File: src/rtl/proc_issuer_pkg.sv
// Shared types for the PE issuer: command, instruction and FSM encodings.
package proc_issuer_pkg;

  localparam int ADDR_W = 16;
  localparam int CNT_W  = 8;
  localparam int ID_W   = 4;

  typedef logic [ADDR_W-1:0] addr_t;
  typedef logic [ID_W-1:0]   cmd_id_t;

  typedef enum logic [1:0] {
    INSTR_NOP   = 2'd0,
    INSTR_LD    = 2'd1,
    INSTR_INFO  = 2'd2,
    INSTR_STORE = 2'd3
  } instr_op_e;

  typedef struct packed {
    logic [1:0]       op;
    logic [CNT_W-1:0] count;
  } instr_info_t;

  typedef struct packed {
    instr_op_e opc;
    addr_t     payload;
  } instr_t;

  typedef struct packed {
    addr_t            src0;
    addr_t            src1;
    addr_t            dst;
    logic [1:0]       op;
    logic [CNT_W-1:0] count;
    cmd_id_t          id;
  } cmd_t;

  typedef enum logic [3:0] {
    S_IDLE, S_EN, S_LD0, S_LD1, S_INFO, S_STORE, S_WAIT_FIN, S_ACK, S_DONE
  } iss_state_e;

endpackage

File: src/rtl/proc_issuer_fifo.sv
// Command FIFO: DEPTH entries, extra pointer wrap bit distinguishes full from empty.
module proc_cmd_fifo
  import proc_issuer_pkg::*;
#(
  parameter int DEPTH = 2
) (
  input  logic i_clk,
  input  logic i_rstn,
  input  logic i_push,
  input  cmd_t i_data,
  input  logic i_pop,
  output cmd_t o_data,
  output logic o_full,
  output logic o_empty
);

  localparam int AW = $clog2(DEPTH);
  localparam logic [AW:0] PTR_ONE = (AW+1)'(1);

  logic [AW:0] wr_q, rd_q;
  cmd_t        mem_q [DEPTH];
  logic        do_push, do_pop;

  assign o_empty = (wr_q == rd_q);
  assign o_full  = (wr_q[AW] != rd_q[AW]) && (wr_q[AW-1:0] == rd_q[AW-1:0]);
  // A pop frees the slot this cycle, so a push while full is accepted alongside it.
  assign do_push = i_push && (!o_full || i_pop);
  assign do_pop  = i_pop && !o_empty;
  assign o_data  = mem_q[rd_q[AW-1:0]];

  always_ff @(posedge i_clk or negedge i_rstn) begin
    if (!i_rstn) begin
      wr_q <= '0;
      rd_q <= '0;
    end else begin
      if (do_push) wr_q <= wr_q + PTR_ONE;
      if (do_pop)  rd_q <= rd_q + PTR_ONE;
    end
  end

  always_ff @(posedge i_clk) begin
    if (do_push) mem_q[wr_q[AW-1:0]] <= i_data;
  end

endmodule

File: src/rtl/proc_issuer.sv
// PE dispatch stage: pops commands and serialises EN, LD, LD, INFO, STORE, then acks finish.
// Optional watchdog on the finish wait is enabled by defining PROC_ISSUER_WDOG_EN.
module proc_issuer
  import proc_issuer_pkg::*;
#(
  parameter int CMD_DEPTH   = 2,
  parameter int TIMEOUT_CYC = 1024
) (
  input  logic    i_clk,
  input  logic    i_rstn,
  input  logic    i_cmd_valid,
  output logic    o_cmd_ready,
  input  cmd_t    i_cmd,
  output logic    o_pe_en,
  output logic    o_pe_valid,
  output instr_t  o_pe_instr,
  input  logic    i_pe_busy,
  input  logic    i_pe_finish,
  output logic    o_done,
  output cmd_id_t o_done_id,
  output logic    o_idle,
  output logic    o_timeout
);

  iss_state_e  state_q, state_d;
  cmd_t        cmd_q, fifo_data;
  logic        fifo_full, fifo_empty, pop;
  instr_info_t info;

  assign o_cmd_ready = !fifo_full;
  assign pop         = (state_q == S_IDLE) && !fifo_empty && !i_pe_busy;
  assign o_idle      = fifo_empty && (state_q == S_IDLE);
  assign info        = '{op: cmd_q.op, count: cmd_q.count};

  proc_cmd_fifo #(.DEPTH(CMD_DEPTH)) u_fifo (
    .i_clk   (i_clk),
    .i_rstn  (i_rstn),
    .i_push  (i_cmd_valid && o_cmd_ready),
    .i_data  (i_cmd),
    .i_pop   (pop),
    .o_data  (fifo_data),
    .o_full  (fifo_full),
    .o_empty (fifo_empty)
  );

  always_ff @(posedge i_clk or negedge i_rstn) begin
    if (!i_rstn) begin
      state_q <= S_IDLE;
      cmd_q   <= '0;
    end else begin
      state_q <= state_d;
      if (pop) cmd_q <= fifo_data;
    end
  end

  always_comb begin
    state_d    = state_q;
    o_pe_en    = 1'b0;
    o_pe_valid = 1'b0;
    o_pe_instr = '{opc: INSTR_NOP, payload: '0};
    o_done     = 1'b0;
    o_done_id  = '0;
    case (state_q)
      // Zero-length commands never touch the PE.
      S_IDLE:     if (pop) state_d = (fifo_data.count == '0) ? S_DONE : S_EN;
      S_EN:       begin o_pe_en = 1'b1; state_d = S_LD0; end
      S_LD0: begin
        o_pe_valid = 1'b1;
        o_pe_instr = '{opc: INSTR_LD, payload: cmd_q.src0};
        state_d    = S_LD1;
      end
      S_LD1: begin
        o_pe_valid = 1'b1;
        o_pe_instr = '{opc: INSTR_LD, payload: cmd_q.src1};
        state_d    = S_INFO;
      end
      S_INFO: begin
        o_pe_valid = 1'b1;
        o_pe_instr = '{opc: INSTR_INFO, payload: addr_t'(info)};
        state_d    = S_STORE;
      end
      S_STORE: begin
        o_pe_valid = 1'b1;
        o_pe_instr = '{opc: INSTR_STORE, payload: cmd_q.dst};
        state_d    = S_WAIT_FIN;
      end
      S_WAIT_FIN: if (i_pe_finish) state_d = S_ACK;
      S_ACK:      begin o_pe_valid = 1'b1; state_d = S_DONE; end
      S_DONE: begin
        o_done    = 1'b1;
        o_done_id = cmd_q.id;
        state_d   = S_IDLE;
      end
      default:    state_d = S_IDLE;
    endcase
  end

`ifdef PROC_ISSUER_WDOG_EN
  localparam int WD_W = $clog2(TIMEOUT_CYC + 1);
  localparam logic [WD_W-1:0] WD_LIM  = WD_W'(TIMEOUT_CYC);
  localparam logic [WD_W-1:0] WD_LAST = WD_W'(TIMEOUT_CYC - 1);
  localparam logic [WD_W-1:0] WD_ONE  = WD_W'(1);

  logic [WD_W-1:0] wd_cnt_q;
  logic            timeout_q;

  // Flag sets on the edge where the count reaches the limit; FSM keeps waiting regardless.
  always_ff @(posedge i_clk or negedge i_rstn) begin
    if (!i_rstn) begin
      wd_cnt_q  <= '0;
      timeout_q <= 1'b0;
    end else begin
      if (state_q == S_STORE)
        wd_cnt_q <= '0;
      else if (state_q == S_WAIT_FIN && wd_cnt_q != WD_LIM)
        wd_cnt_q <= wd_cnt_q + WD_ONE;
      if (state_q == S_WAIT_FIN && wd_cnt_q == WD_LAST)
        timeout_q <= 1'b1;
    end
  end

  assign o_timeout = timeout_q;
`else
  // Watchdog compiled out; the expression is constant 0 for any legal limit.
  assign o_timeout = (TIMEOUT_CYC < 0);
`endif

endmodule

File: config.mk
export PLATFORM = sky130hd
export DESIGN_NAME = proc_issuer
export DESIGN_NICKNAME = d
export VERILOG_FILES = /design/src/rtl/proc_issuer_pkg.sv /design/src/rtl/proc_issuer_fifo.sv /design/src/rtl/proc_issuer.sv
export SDC_FILE = /design/constraint.sdc
export NUM_CORES = 1
export LEC_CHECK = 0
export ABC_AREA = 1
export ABC_CLOCK_PERIOD_IN_PS = 5600
export CORE_MARGIN = 2
export CORE_UTILIZATION = 40
export DETAILED_ROUTE_END_ITERATION = 7
export PLACE_DENSITY = 0.65
export SLEW_MARGIN = 20
export SYNTH_ARGS = -nofsm -noshare
export SYNTH_HDL_FRONTEND = slang
export SYNTH_SLANG_ARGS = --single-unit
File: constraint.sdc
create_clock -name i_clk -period 5.6 [get_ports i_clk]
set_input_delay 1.12 -clock i_clk [delete_from_list [all_inputs] [get_ports i_clk]]
set_output_delay 1.12 -clock i_clk [all_outputs]
set_load 0.005 [all_outputs]
== Word level (Yosys, flattened, before mapping) ==
Memories as Yosys holds them, arrays and structs flattened.
Cells that the tools add are included.

* Word-level logic and storage cells: 51
* Bits in registers: 70
* RAM bits: 124
* Output and inout bits: 28
* Bits of input ports: 67
* Memories kept: 1

* Add/subtract/negate cells: 2
* Reductions and logical operators: 15
* Muxes and demuxes: 11
* Eq/ne operators: 13

{| class="wikitable"
|+ Memories
! name !! depth !! width !! rd ports !! clocked after Yosys merged registers in !! write ports !! RTL line !! text
|-
| u_fifo.mem_q || 2 || 62 || 1 || 0 || 1 || proc_issuer_fifo.sv:21 || <nowiki>cmd_t mem_q [DEPTH];</nowiki>
|}

{| class="wikitable"
|+ Operators by type and width
! cell !! number
|-
| 18-bit case mux with 4 select lines || 1
|-
| 4-bit case mux with 8 select lines || 1
|-
| 4-bit by 3-bit == test with 1-bit output, second input constant || 4
|-
| 4-bit two-way mux || 4
|-
| 4-bit by 2-bit == test with 1-bit output, second input constant || 2
|-
| 8-bit zero test || 1
|-
| 1-bit logical AND || 7
|-
| 1-bit two-way mux || 5
|-
| 5-bit OR reduction || 1
|-
| 2-bit by 1-bit adder with 2-bit output, second input constant || 2
|-
| 4-bit by 1-bit == test with 1-bit output, second input constant || 1
|-
| 4-bit == test, second input constant || 1
|-
| 4-bit zero test || 1
|-
| 1-bit zero test || 3
|-
| 2-bit == test || 1
|-
| 2-bit by 1-bit != test with 1-bit output, second input constant || 1
|-
| 2-bit != test, second input constant || 1
|-
| 2-bit AND reduction || 1
|-
| 1-bit == test || 1
|-
| 1-bit logical OR || 1
|-
| 1-bit != test || 1
|}

== Depth between registers and ports, before layout ==
Gate-level depths: netlist of run 1.

* Word-level depth: 8
* Gate-level depth with buffers: 10
* Depth with buffers taken out: 8

== Hierarchy ==
From an unflattened synthesis of run 1, not the netlist that was laid out.

* Cells, all modules: 771
* Area total of the unflattened synthesis: 7825.0 um2

{| class="wikitable"
|+ By module, submodules not included
! module !! sequential area each (um2) !! area each (um2) !! times used !! cells each
|-
| proc_cmd_fifo || 3823.7 || 4744.6 || 1 || 363
|-
| proc_issuer || 1651.6 || 3080.5 || 1 || 408
|}

== Worst setup path after synthesis of run 1 ==
Ideal clock, no wire load.

* Path kind: in2reg
* From: in i_cmd_valid
* To: mem u_fifo.mem_q[1][0] (netlist bit) (enable)
* Setup time: 0.486 ns
* Required time: 5.114 ns
* Cell stages on the path: 2
* Arrival time: 3.862 ns
* Buffers on the path: 0
* Setup slack: 1.252 ns
* Path through: nand2_1 > nor2_1

* Word-level cells in the longest chain between the ends: 4

{| class="wikitable"
|+ Ends and longest elaborated chain
! element !! RTL line !! text
|-
| start, declared || proc_issuer.sv:11 || <nowiki>input logic i_cmd_valid,</nowiki>
|-
| 1-bit logical AND || proc_issuer.sv:38 || <nowiki>.i_push (i_cmd_valid && o_cmd_ready),</nowiki>
|-
| 1-bit logical AND || proc_issuer_fifo.sv:27 || <nowiki>assign do_push = i_push && (!o_full || i_pop);</nowiki>
|-
| 1-bit two-way mux || proc_issuer_fifo.sv:42 || <nowiki>if (do_push) mem_q[wr_q[AW-1:0]] <= i_data;</nowiki>
|-
| 1-bit two-way mux (not written as such) || proc_issuer_fifo.sv:42 ||
|-
| end, declared || proc_issuer_fifo.sv:21 ||
|}

No other way between the ends.

==> flow_results.xml, run 1 <==
<?xml version="1.0" encoding="UTF-8"?>
<metrics>
  <group name="finish">
    <metric name="design.final.nets" unit="">783</metric>
    <metric name="layout.cells.most_common_list" unit="">sky130_fd_sc_hd__nand2_1 (214), sky130_fd_sc_hd__edfxtp_1 (124), sky130_fd_sc_hd__clkdlybuf4s50_1 (92)</metric>
    <metric name="instances_no_fill" unit="">963</metric>
    <metric name="register_area" unit="sq um">5480</metric>
    <metric name="fillers" unit="">1622</metric>
    <metric name="post_route_cells_drive_above_1_share" unit="%">6.72</metric>
    <metric name="multi_input_comb_area" unit="sq um">1750</metric>
    <metric name="synthToLayoutAreaGrowth" unit="%">22.4</metric>
    <metric name="number_of_diodes_added_for_antenna_fixing" unit="">0</metric>
    <metric name="layout.cells.most_common" unit="">sky130_fd_sc_hd__nand2_1</metric>
  </group>
  <group name="cts">
    <metric name="cts_htree_levels" unit="">4</metric>
    <metric name="ctsRootBufferMaster" unit="">sky130_fd_sc_hd__clkbuf_16</metric>
    <metric name="holdBufCountCts" unit="">0</metric>
    <metric name="cts.path.max_buffers" unit="">2</metric>
    <metric name="cts_buffers" unit="">17</metric>
    <metric name="insertion_delay_to_the_later_sink_of_the_worst_skew_pair" unit="ns">0.44</metric>
    <metric name="post_cts_buffers" unit="">0</metric>
    <metric name="path_clk_slew" unit="ns">0.07</metric>
    <metric name="tritoncts" unit="">yes</metric>
    <metric name="cts_repair_resize_count" unit="">0</metric>
    <metric name="clkSinkCount" unit="">194</metric>
  </group>
  <group name="logic_synthesis">
    <metric name="synth_top_area_cells" unit="">sky130_fd_sc_hd__edfxtp_1 (50%), sky130_fd_sc_hd__dfrtp_1 (23%), sky130_fd_sc_hd__nand2_1 (11%), sky130_fd_sc_hd__nand3_1 (4.8%), sky130_fd_sc_hd__mux2i_1 (2.1%)</metric>
    <metric name="ys_seq_elements" unit="">194</metric>
    <metric name="postSynthAreaPerCell" unit="sq um">12.0</metric>
    <metric name="library_cell_occupying_the_most_area_in_the_post_synthesis_netlist" unit="">sky130_fd_sc_hd__edfxtp_1</metric>
    <metric name="syn_nets" unit="">696</metric>
    <metric name="synth_top_area_share" unit="%">49.5</metric>
    <metric name="syn-instance-count" unit="">629</metric>
    <metric name="synth.distinct_cells" unit="">28</metric>
    <metric name="post_synth_instance_area" unit="sq um">7520</metric>
    <metric name="synth_sequential_area_ratio" unit="%">72.8</metric>
    <metric name="synth.yosys.warnings" unit="">0</metric>
  </group>
  <group name="global_routing">
    <metric name="number_of_antenna_violations_at_the_first_check_in_global_routing" unit="">0</metric>
    <metric name="globalRoute.totalOverflow" unit="">0</metric>
    <metric name="grt_max_degree" unit="">91</metric>
    <metric name="grt.total_usage" unit="%">17.4</metric>
    <metric name="vias_in_the_first_global_route" unit="">4862</metric>
    <metric name="grt_pass1_wl" unit="um">26300</metric>
  </group>
  <group name="floorplanning">
    <metric name="die_h" unit="um">141</metric>
    <metric name="floorplan.initialDensity" unit="%">40.5</metric>
    <metric name="core_region_area" unit="sq um">18600</metric>
    <metric name="placementRows" unit="">50</metric>
    <metric name="fp.dieArea" unit="sq um">19900</metric>
    <metric name="top_level_ports" unit="">95</metric>
    <metric name="die_width" unit="um">141</metric>
  </group>
  <group name="pwr">
    <metric name="leakagePower" unit="nW">3.68</metric>
    <metric name="share_seq_of_total_power" unit="%">46.4</metric>
    <metric name="sw_frac_of_total" unit="%">33.9</metric>
    <metric name="internal_power" unit="W">0.00329</metric>
    <metric name="power_per_cell_area" unit="nW/um^2">542</metric>
    <metric name="power.switching" unit="W">0.00169</metric>
    <metric name="combinationalPowerShare" unit="%">29.0</metric>
    <metric name="largest_vdd_supply_drop" unit="mV">0.285</metric>
    <metric name="power_frac_clock" unit="%">24.7</metric>
  </group>
  <group name="route">
    <metric name="drt-wirelength-per-cell" unit="um">17.2</metric>
    <metric name="post_drt_via_cell_ratio" unit="">5.02</metric>
    <metric name="drcViolationCount" unit="">0</metric>
    <metric name="drt-pass1-iter-count" unit="">5</metric>
    <metric name="ant_nets" unit="">0</metric>
    <metric name="dr_total_vias" unit="">4836</metric>
    <metric name="first_iter_violations" unit="">360</metric>
    <metric name="sum_of_routed_wire_length_over_all_layers" unit="um">16500</metric>
  </group>
  <group name="setup_path">
    <metric name="critPathMaxStageDelay" unit="ns">0.68</metric>
    <metric name="crit_path_frequent_cell" unit="">sky130_fd_sc_hd__nor2_2</metric>
    <metric name="timing.critical_path.fanout_max" unit="">17</metric>
    <metric name="crit_chain" unit="">nor2_2, inv_1, nor2_2, nand2_1, nand4_1, clkdlybuf4s50_1</metric>
    <metric name="cp-end-kind" unit="">output port</metric>
    <metric name="setup.worst_path.class" unit="">reg -&gt; out</metric>
    <metric name="crit_buf_inv" unit="">2</metric>
    <metric name="cp_slowest_cell" unit="">sky130_fd_sc_hd__nor2_2</metric>
    <metric name="required" unit="ns">4.48</metric>
    <metric name="critPathArrivalTime" unit="ns">2.76</metric>
    <metric name="startpoint_type" unit="">flop</metric>
    <metric name="worst_path_dominant_cell_family" unit="">simple AND/OR/NAND/NOR gates</metric>
  </group>
  <group name="sta">
    <metric name="worstMarginPinSlew" unit="ns">0.918</metric>
    <metric name="max_clock_freq" unit="MHz">258</metric>
    <metric name="tmin_final" unit="ns">3.88</metric>
    <metric name="setup_ws" unit="ns">1.72</metric>
    <metric name="hold_violations" unit="">0</metric>
    <metric name="skew_final" unit="ns">0.00940</metric>
    <metric name="setup_violations" unit="">0</metric>
    <metric name="slew_headroom" unit="%">38.6</metric>
    <metric name="fin_setup_tns" unit="ns">0</metric>
    <metric name="rsz_0062_raised_after_global_routing" unit="">false</metric>
    <metric name="finalCritPeriodShare" unit="%">69.3</metric>
    <metric name="finalMaxSlewViolations" unit="">0</metric>
  </group>
  <group name="worst_hold_path">
    <metric name="worstHoldPathType" unit="">reg -&gt; reg</metric>
  </group>
  <group name="placed_design">
    <metric name="placedCellCount" unit="">931</metric>
    <metric name="routabilityCongestion" unit="">0.812</metric>
    <metric name="pre_cts_ws" unit="ns">2.12</metric>
    <metric name="place.port_buffers" unit="">93</metric>
    <metric name="hpwlAfterDp" unit="um">10800</metric>
  </group>
  <group name="flow_run">
    <metric name="cap_viol_max_count" unit="">0</metric>
  </group>
  <group name="status">
    <metric name="outcome" unit="">complete, no violations</metric>
  </group>
</metrics>
state kept, by name (all words and copies together), names as in the netlist:
signal        count
u_fifo.mem_q    124
cmd_q            62
state_q           4
u_fifo.rd_q       2
u_fifo.wr_q       2
cell usage after synthesis, drive strengths merged:
cell    count
a21oi       4
a22oi       1
buf        22
clkbuf      7
clkinv      1
conb        1
dfrtp      70
edfxtp    124
inv        32
mux2i      16
nand2     216
nand3      72
nand4      10
nor2       21
nor3        1
o21ai      25
xnor2       2
xor2        4
layout make-up:
class	instances	share of cell area [%]
Multi-Input combinational cell	373	19.1
Inverter	33	1.35
Sequential cell	194	59.5
Tap cell	234	3.18
Timing Repair Buffer	97	10.4
Clock inverter	15	1.86
Clock buffer	17	4.62
stage by stage:
stage               utilization (%)  power [W]  hold slack [ns]  cell area (sq um)
detailed placement             46.3    0.00380            0.436               8600
CTS                            49.5    0.00504            0.452               9200
finish                         49.5    0.00498            0.452               9200
floorplan                         -    0.00323            0.429               7520
global route                   49.5    0.00530            0.483               9200
global placement               46.3    0.00373            0.436               8600
cells by family (layout without fill, tap and decap cells):
| group | after synthesis | in the layout | share of synthesized area [%] |
|---|---|---|---|
| compound gates | 30 | 30 | 2.03 |
| xor+xnor | 6 | 6 | 0.799 |
| buf+inv | 62 | 162 | 4.11 |
| flops | 194 | 194 | 72.8 |
| mux | 16 | 16 | 2.13 |
| other cells | 1 | 1 | 0.0499 |
| simple gates | 320 | 320 | 18.1 |
power by group through the flow:
stage               registers [W]  clock network (W)  logic, W
floorplan                 0.00229                  0  0.000942
global placement          0.00232                  0   0.00141
detailed placement        0.00234                  0   0.00146
CTS                       0.00231            0.00126   0.00147
global route              0.00236            0.00131   0.00162
finish                    0.00231            0.00123   0.00144
worst min-delay path: cells and delay by family (launching register included):
kind / cells / cell delay (ns)
flops: 1 / 0.32
simple gates: 2 / 0.10
layer usage:
| metal | GRT usage [%] | share of wire (%) |
|---|---|---|
| met1 | 22.5 | 43 |
| met2 | 28.3 | 50 |
| met3 | 4.69 | 5.7 |
| met4 | 6.11 | 1.4 |
| met5 | 0 | 0 |
final timing paths:
check | slack [ns] | startpoint | depth (start not counted) | endpoint
worst max-delay path | 1.72 | state_q[3]$_DFFE_PN0P_ | 6 | o_pe_instr[6]
worst min-delay path | 0.45 | u_fifo.mem_q[1][27]$_DFFE_PP_ | 2 | cmd_q[27]$_DFFE_PN0P_
worst max register to register | 2.73 | state_q[1]$_DFFE_PN0P_ | 7 | cmd_q[17]$_DFFE_PN0P_
worst min register to register | 0.45 | u_fifo.mem_q[1][27]$_DFFE_PP_ | 2 | cmd_q[27]$_DFFE_PN0P_
max in group asynchronous | 4.18 | i_rstn | 1 | cmd_q[2]$_DFFE_PN0P_
min in group asynchronous | 0.82 | i_rstn | 1 | cmd_q[24]$_DFFE_PN0P_
No activity file was read; power rests on OpenSTA's default activity.
==> run 2, diff against run 1 <==
Settings changed: ABC_CLOCK_PERIOD_IN_PS 5600 to 3600.
Clock period 5.6 ns to 3.6 ns, I/O delays scaled along.
==> run 2 against run 1 <==
  * Combinational power grew 62%
  * Utilization grew 0.57 points
  * Final cell count is 0.93% higher
  * Clock power is 56% higher
  * Via count is 0.41% higher
  * Register-to-register slack got worse by 1.6 ns
  * Design area up 1.2%
  * Worst hold slack worse by 0.024 ns
  * Clock skew is 0.0026 ns lower
  * Critical path depth up 1
  * Worst setup slack got worse by 1.4 ns
  * Die area did not move
  * Critical endpoint is now o_pe_instr[4]
  * Largest power group unchanged
  * Highest routed layer unchanged
==> flow_results.xml, run 2 (synthesized netlist as in run 1, its figures left out) <==
<?xml version="1.0" encoding="UTF-8"?>
<metrics>
  <group name="sta">
    <metric name="worstMarginPinSlew" unit="ns">0.926</metric>
    <metric name="hold_violations" unit="">0</metric>
    <metric name="fin_setup_tns" unit="ns">0</metric>
    <metric name="finalCritPeriodShare" unit="%">91.9</metric>
    <metric name="setup_ws" unit="ns">0.292</metric>
    <metric name="fin_hold_ws" unit="ns">0.428</metric>
    <metric name="rsz_0062_raised_after_global_routing" unit="">false</metric>
    <metric name="finalMaxSlewViolations" unit="">0</metric>
    <metric name="slew_headroom" unit="%">38.3</metric>
    <metric name="max_clock_freq" unit="MHz">302</metric>
    <metric name="tmin_final" unit="ns">3.31</metric>
    <metric name="skew_final" unit="ns">0.00685</metric>
    <metric name="setup_violations" unit="">0</metric>
  </group>
  <group name="route">
    <metric name="first_iter_violations" unit="">414</metric>
    <metric name="dr_total_vias" unit="">4856</metric>
    <metric name="drcViolationCount" unit="">0</metric>
    <metric name="sum_of_routed_wire_length_over_all_layers" unit="um">16800</metric>
    <metric name="drt-pass1-iter-count" unit="">5</metric>
    <metric name="ant_nets" unit="">0</metric>
    <metric name="post_drt_via_cell_ratio" unit="">5.00</metric>
    <metric name="drt-wirelength-per-cell" unit="um">17.3</metric>
  </group>
  <group name="floorplanning">
    <metric name="top_level_ports" unit="">95</metric>
    <metric name="die_h" unit="um">141</metric>
    <metric name="die_width" unit="um">141</metric>
    <metric name="fp.dieArea" unit="sq um">19900</metric>
    <metric name="floorplan.initialDensity" unit="%">40.5</metric>
    <metric name="placementRows" unit="">50</metric>
    <metric name="core_region_area" unit="sq um">18600</metric>
  </group>
  <group name="placed_design">
    <metric name="placedCellCount" unit="">939</metric>
    <metric name="place.port_buffers" unit="">93</metric>
    <metric name="routabilityCongestion" unit="">0.847</metric>
    <metric name="pre_cts_ws" unit="ns">0.737</metric>
    <metric name="post_dp_cell_area" unit="sq um">8700</metric>
    <metric name="hpwlAfterDp" unit="um">11000</metric>
  </group>
  <group name="cts">
    <metric name="path_clk_slew" unit="ns">0.07</metric>
    <metric name="cts.path.max_buffers" unit="">2</metric>
    <metric name="cts_buffers" unit="">17</metric>
    <metric name="clkSinkCount" unit="">194</metric>
    <metric name="ctsRootBufferMaster" unit="">sky130_fd_sc_hd__clkbuf_16</metric>
    <metric name="post_cts_buffers" unit="">0</metric>
    <metric name="holdBufCountCts" unit="">0</metric>
    <metric name="cts_htree_levels" unit="">4</metric>
    <metric name="insertion_delay_to_the_later_sink_of_the_worst_skew_pair" unit="ns">0.44</metric>
    <metric name="tritoncts" unit="">yes</metric>
    <metric name="cts_repair_resize_count" unit="">0</metric>
  </group>
  <group name="finish">
    <metric name="post_route_cells_drive_above_1_share" unit="%">7.73</metric>
    <metric name="synthToLayoutAreaGrowth" unit="%">23.8</metric>
    <metric name="layout.cells.most_common_list" unit="">sky130_fd_sc_hd__nand2_1 (214), sky130_fd_sc_hd__edfxtp_1 (124), sky130_fd_sc_hd__clkdlybuf4s50_1 (92)</metric>
    <metric name="design.final.nets" unit="">791</metric>
    <metric name="final_area" unit="sq um">9310</metric>
    <metric name="flip_flop_count_of_the_largest_register_all_copies_and_words_added" unit="">124</metric>
    <metric name="layout.cells.most_common" unit="">sky130_fd_sc_hd__nand2_1</metric>
    <metric name="instances_no_fill" unit="">972</metric>
  </group>
  <group name="pwr">
    <metric name="combinationalPowerShare" unit="%">29.7</metric>
    <metric name="power_per_cell_area" unit="nW/um^2">843</metric>
    <metric name="power.switching" unit="W">0.00263</metric>
    <metric name="internal_power" unit="W">0.00521</metric>
    <metric name="sw_frac_of_total" unit="%">33.6</metric>
    <metric name="power_frac_clock" unit="%">24.4</metric>
    <metric name="largest_vdd_supply_drop" unit="mV">0.400</metric>
    <metric name="share_seq_of_total_power" unit="%">45.8</metric>
    <metric name="leakagePower" unit="nW">3.74</metric>
  </group>
  <group name="global_routing">
    <metric name="globalRoute.totalOverflow" unit="">0</metric>
    <metric name="grt_max_degree" unit="">71</metric>
    <metric name="grt_pass1_wl" unit="um">26300</metric>
    <metric name="vias_in_the_first_global_route" unit="">4971</metric>
    <metric name="grt.total_usage" unit="%">17.6</metric>
    <metric name="number_of_antenna_violations_at_the_first_check_in_global_routing" unit="">1</metric>
  </group>
  <group name="setup_path">
    <metric name="critPathArrivalTime" unit="ns">2.59</metric>
    <metric name="crit_start" unit="">state_q[1]$_DFFE_PN0P_</metric>
    <metric name="cp-end-kind" unit="">output port</metric>
    <metric name="required" unit="ns">2.88</metric>
    <metric name="startpoint_type" unit="">flop</metric>
    <metric name="crit-reg2reg-launch" unit="">state_q[1]$_DFFE_PN0P_</metric>
    <metric name="setup.worst_path.class" unit="">reg -&gt; out</metric>
    <metric name="timing.critical_path.fanout_max" unit="">16</metric>
  </group>
  <group name="status">
    <metric name="outcome" unit="">complete, no violations</metric>
  </group>
  <group name="flow_run">
    <metric name="cap_viol_max_count" unit="">0</metric>
  </group>
  <group name="worst_hold_path">
    <metric name="worstHoldPathType" unit="">in -&gt; async</metric>
  </group>
</metrics>
-- run 2: area by class of cell --
type                       instances  area (sq um)
inverter                          33           124
fill                            1574          9270
clock buffer                      18           439
sequential                       194          5480
multi-input combinational        373          1750
antenna                            1          2.50
timing repair buffer             105          1060
tap                              234           293
clock inverter                    14           166
-- run 2: power by group through the flow --
stage | logic [W] | clock network, W | registers, W
floorplan | 0.00147 | 0 | 0.00354
global placement | 0.00227 | 0 | 0.00362
detailed placement | 0.00235 | 0 | 0.00363
CTS | 0.00237 | 0.00195 | 0.00359
global route | 0.00260 | 0.00202 | 0.00368
finish | 0.00233 | 0.00192 | 0.00360
-- run 2: path summary, 6_finish.rpt --
| kind | cells past startpoint | slack [ns] | end |
|---|---|---|---|
| worst min-delay path | 1 | 0.43 | cmd_q[20]$_DFFE_PN0P_ |
| min in group i_clk | 2 | 0.45 | cmd_q[35]$_DFFE_PN0P_ |
| worst min register to register | 2 | 0.45 | cmd_q[35]$_DFFE_PN0P_ |
| max in group asynchronous | 1 | 2.58 | cmd_q[37]$_DFFE_PN0P_ |
| worst max register to register | 8 | 1.12 | cmd_q[36]$_DFFE_PN0P_ |
| worst max-delay path | 7 | 0.29 | o_pe_instr[4] |
-- run 2: worst max-delay path, stage by stage (launching register included) --
cell and delay (ns):
sky130_fd_sc_hd__dfrtp_1 0.52, sky130_fd_sc_hd__nand2_1 0.11, sky130_fd_sc_hd__inv_1 0.09, sky130_fd_sc_hd__nand2_1 0.07, sky130_fd_sc_hd__inv_1 0.50, sky130_fd_sc_hd__nand2_1 0.16
sky130_fd_sc_hd__nand4_1 0.18, sky130_fd_sc_hd__clkdlybuf4s50_1 0.52
-- run 2: metrics by stage --
step / power (W) / utilization, %
detailed placement: 0.00598 / 46.8
global placement: 0.00589 / 46.8
global route: 0.00830 / 50.1
CTS: 0.00791 / 50.1
finish: 0.00785 / 50.1
floorplan: 0.00501 / -
-- run 2: routing by layer --
layer | vias up | wire [um] | track usage, %
met3 | 17 | 895 | 4.28
li1 | 2322 | - | -
met1 | 2380 | 7230 | 22.6
met4 | 0 | 223 | 6.68
met5 | - | 0 | 0
met2 | 137 | 8440 | 29.0
==> run 3, diff against run 2 <==
Settings changed: ABC_AREA 1 to not set, CORE_MARGIN 2 to 5.
==> run 3 against run 2 <==
  * First-iteration DRC count down 25%
  * Worst setup slack better by 0.14 ns
  * Clock power about the same
  * Clock-buffer cell count unchanged
==> flow_results.xml, run 3 <==
<?xml version="1.0" encoding="UTF-8"?>
<metrics>
  <group name="status">
    <metric name="outcome" unit="">complete, no violations</metric>
  </group>
  <group name="setup_path">
    <metric name="r2r.worst_path.cells" unit="">5</metric>
    <metric name="crit_buf_inv" unit="">3</metric>
    <metric name="setup.worst_path.class" unit="">reg -&gt; out</metric>
    <metric name="critPathMaxStageDelay" unit="ns">0.59</metric>
    <metric name="crit-reg2reg-launch" unit="">state_q[3]$_DFFE_PN0P_</metric>
    <metric name="cp_slowest_cell" unit="">sky130_fd_sc_hd__dfrtp_1</metric>
    <metric name="critPathArrivalTime" unit="ns">2.45</metric>
    <metric name="crit_chain" unit="">nand2b_1, nor2_1, buf_4, a222oi_1, inv_1, clkdlybuf4s50_1</metric>
    <metric name="required" unit="ns">2.88</metric>
    <metric name="critical_path_depth" unit="">6</metric>
    <metric name="startpoint_type" unit="">flop</metric>
    <metric name="crit_start" unit="">state_q[3]$_DFFE_PN0P_</metric>
    <metric name="timing.critical_path.fanout_max" unit="">16</metric>
    <metric name="regToRegSetupSlack" unit="ns">1.32</metric>
    <metric name="reg2reg_to" unit="">u_fifo.rd_q[1]$_DFFE_PN0P_</metric>
    <metric name="crit_end" unit="">o_pe_instr[15]</metric>
    <metric name="worst_path_dominant_cell_family" unit="">buffers and inverters</metric>
    <metric name="cp-end-kind" unit="">output port</metric>
  </group>
  <group name="logic_synthesis">
    <metric name="post_synth_and_or_nand_nor_area_fraction" unit="%">6.40</metric>
    <metric name="synth_top_family_by_area" unit="">multiplexers</metric>
    <metric name="cell_types_with_the_highest_counts_after_synthesis" unit="">sky130_fd_sc_hd__edfxtp_1 (124), sky130_fd_sc_hd__nor2_1 (71), sky130_fd_sc_hd__dfrtp_1 (70)</metric>
    <metric name="syn-instance-count" unit="">506</metric>
    <metric name="ys_seq_elements" unit="">194</metric>
    <metric name="yosys_most_used_dff" unit="">sky130_fd_sc_hd__edfxtp_1</metric>
    <metric name="synth.distinct_cells" unit="">28</metric>
    <metric name="synth_compound_gate_area_share" unit="%">7.50</metric>
    <metric name="synth_sequential_area_ratio" unit="%">73.9</metric>
    <metric name="syn_nets" unit="">573</metric>
    <metric name="synth.area.mux_share" unit="%">8.53</metric>
    <metric name="adder_cell_fraction_of_synth_area" unit="%">0</metric>
    <metric name="synth_top_area_cells" unit="">sky130_fd_sc_hd__edfxtp_1 (50%), sky130_fd_sc_hd__dfrtp_1 (24%), sky130_fd_sc_hd__mux2i_1 (8.4%), sky130_fd_sc_hd__a21oi_1 (4.3%), sky130_fd_sc_hd__nor2_1 (3.6%)</metric>
    <metric name="synth_top_area_share" unit="%">50.3</metric>
    <metric name="post_synth_instance_area" unit="sq um">7410</metric>
    <metric name="postSynthAreaPerCell" unit="sq um">14.6</metric>
    <metric name="synth_xor_xnor_area_share" unit="%">0.828</metric>
    <metric name="synth.yosys.warnings" unit="">0</metric>
    <metric name="synth-edff-count" unit="">124</metric>
    <metric name="synth_most_common_cell" unit="">sky130_fd_sc_hd__edfxtp_1</metric>
    <metric name="library_cell_occupying_the_most_area_in_the_post_synthesis_netlist" unit="">sky130_fd_sc_hd__edfxtp_1</metric>
    <metric name="async_reset_ff_share" unit="%">36.1</metric>
  </group>
  <group name="finish">
    <metric name="post_route_cells_drive_above_1_share" unit="%">8.03</metric>
    <metric name="design.final.nets" unit="">664</metric>
    <metric name="multi_input_comb_area" unit="sq um">1760</metric>
    <metric name="register_area" unit="sq um">5480</metric>
    <metric name="number_of_diodes_added_for_antenna_fixing" unit="">0</metric>
    <metric name="layout.cells.most_common_list" unit="">sky130_fd_sc_hd__edfxtp_1 (124), sky130_fd_sc_hd__clkdlybuf4s50_1 (92), sky130_fd_sc_hd__nor2_1 (70)</metric>
    <metric name="fillers" unit="">1504</metric>
    <metric name="flip_flop_count_of_the_largest_register_all_copies_and_words_added" unit="">124</metric>
    <metric name="layout.cells.most_common" unit="">sky130_fd_sc_hd__edfxtp_1</metric>
    <metric name="synthToLayoutAreaGrowth" unit="%">24.0</metric>
  </group>
  <group name="global_routing">
    <metric name="gr-usage-met1" unit="%">19.9</metric>
    <metric name="grt_max_degree" unit="">128</metric>
    <metric name="global_route_track_usage_on_met3" unit="%">4.52</metric>
    <metric name="vias_in_the_first_global_route" unit="">4511</metric>
    <metric name="number_of_antenna_violations_at_the_first_check_in_global_routing" unit="">1</metric>
    <metric name="grt_pass1_wl" unit="um">24100</metric>
    <metric name="global_route.peak_usage_layer" unit="">met2</metric>
    <metric name="grt.total_usage" unit="%">14.5</metric>
    <metric name="globalRoute.totalOverflow" unit="">0</metric>
    <metric name="grt.met2_usage" unit="%">22.7</metric>
  </group>
  <group name="sta">
    <metric name="fin_setup_tns" unit="ns">0</metric>
    <metric name="finalCritPeriodShare" unit="%">88.0</metric>
    <metric name="tmin_final" unit="ns">3.17</metric>
    <metric name="max_clock_freq" unit="MHz">316</metric>
    <metric name="rsz_0062_raised_after_global_routing" unit="">false</metric>
    <metric name="finalMaxSlewViolations" unit="">0</metric>
    <metric name="slew_headroom" unit="%">38.1</metric>
    <metric name="hold_violations" unit="">0</metric>
    <metric name="skew_final" unit="ns">0.0109</metric>
    <metric name="worstMarginPinSlew" unit="ns">0.929</metric>
    <metric name="fin_hold_ws" unit="ns">0.402</metric>
    <metric name="setup_violations" unit="">0</metric>
  </group>
  <group name="route">
    <metric name="drt-pass1-iter-count" unit="">4</metric>
    <metric name="first_iter_violations" unit="">310</metric>
    <metric name="drt-wirelength-per-cell" unit="um">17.9</metric>
    <metric name="sum_of_routed_wire_length_over_all_layers" unit="um">15100</metric>
    <metric name="post_drt_via_cell_ratio" unit="">5.08</metric>
    <metric name="dr_total_vias" unit="">4260</metric>
    <metric name="drcViolationCount" unit="">0</metric>
    <metric name="ant_nets" unit="">0</metric>
  </group>
  <group name="placed_design">
    <metric name="hpwlAfterDp" unit="um">9600</metric>
    <metric name="place.port_buffers" unit="">93</metric>
    <metric name="routabilityCongestion" unit="">0.797</metric>
  </group>
  <group name="cts">
    <metric name="cts_htree_levels" unit="">4</metric>
    <metric name="ctsRootBufferMaster" unit="">sky130_fd_sc_hd__clkbuf_16</metric>
    <metric name="post_cts_buffers" unit="">0</metric>
    <metric name="insertion_delay_to_the_later_sink_of_the_worst_skew_pair" unit="ns">0.43</metric>
    <metric name="holdBufCountCts" unit="">0</metric>
    <metric name="cts_buffers" unit="">17</metric>
    <metric name="cts_repair_resize_count" unit="">0</metric>
    <metric name="cts.path.max_buffers" unit="">2</metric>
    <metric name="path_clk_slew" unit="ns">0.07</metric>
    <metric name="tritoncts" unit="">yes</metric>
    <metric name="clkSinkCount" unit="">194</metric>
  </group>
  <group name="floorplanning">
    <metric name="top_level_ports" unit="">95</metric>
    <metric name="floorplan.initialDensity" unit="%">40.9</metric>
    <metric name="core_region_area" unit="sq um">18100</metric>
    <metric name="fp.dieArea" unit="sq um">21300</metric>
    <metric name="die_h" unit="um">146</metric>
    <metric name="placementRows" unit="">49</metric>
    <metric name="die_width" unit="um">146</metric>
  </group>
  <group name="pwr">
    <metric name="largest_vdd_supply_drop" unit="mV">0.527</metric>
    <metric name="leakagePower" unit="nW">3.49</metric>
    <metric name="power_per_cell_area" unit="nW/um^2">890</metric>
  </group>
  <group name="worst_hold_path">
    <metric name="worstHoldPathType" unit="">in -&gt; async</metric>
  </group>
  <group name="flow_run">
    <metric name="cap_viol_max_count" unit="">0</metric>
  </group>
</metrics>
run 3: worst min path at each step:
stage,from,endpoint,slack (ns)
after floorplan,i_rstn,cmd_q[0]$_DFFE_PN0P_,0.42
after global placement,u_fifo.wr_q[1]$_DFFE_PN0N_,u_fifo.wr_q[1]$_DFFE_PN0N_,0.47
after detailed placement,u_fifo.rd_q[1]$_DFFE_PN0P_,u_fifo.rd_q[1]$_DFFE_PN0P_,0.49
after CTS,i_rstn,u_fifo.wr_q[0]$_DFFE_PN0N_,0.45
after global routing,i_rstn,u_fifo.rd_q[1]$_DFFE_PN0P_,0.47
final,i_rstn,u_fifo.rd_q[1]$_DFFE_PN0P_,0.40
run 3: metrics by stage:
step           total power [W]  area (sq um)  instances  setup slack [ns]  util [%]
6_report               0.00818          9190        839             0.431      50.8
2_1_floorplan          0.00526          7410        506             0.654         -
3_3_place_gp           0.00629          8580        807             0.876      47.4
3_5_place_dp           0.00639          8580        807             0.869      47.4
5_1_grt                0.00871          9190        839             0.278      50.8
4_1_cts                0.00829          9180        839             0.396      50.8
run 3: metal layers:
metal	share of wire (%)	routed length [um]	up-vias
li1	-	-	2045
met1	45	6700	2074
met2	48	7240	124
met4	0.90	135	2
met5	0.073	11	-
met3	6.4	956	15
run 3: report_power, final:
part           internal, W  switching [W]  total [W]
registers          0.00329       0.000383    0.00367
logic              0.00117        0.00145    0.00262
clock network      0.00101       0.000871    0.00189
total              0.00548        0.00270    0.00818
run 3: final cells by class:
class	count	area share, %
Sequential cell	194	59.6
Clock buffer	18	4.78
Clock inverter	14	1.78
Inverter	6	0.245
Tap cell	229	3.12
Timing Repair Buffer	102	11.3
Multi-Input combinational cell	276	19.1
run 3: logic make-up (layout without fill, tap and decap cells):
logic type,after synthesis,count (layout)
multiplexers,63,63
AND/OR/NAND/NOR,112,112
other,1,1
XOR/XNOR,7,7
flip-flops,194,194
buffers and inverters,36,140
AO/OA/AOI/OAI,93,93
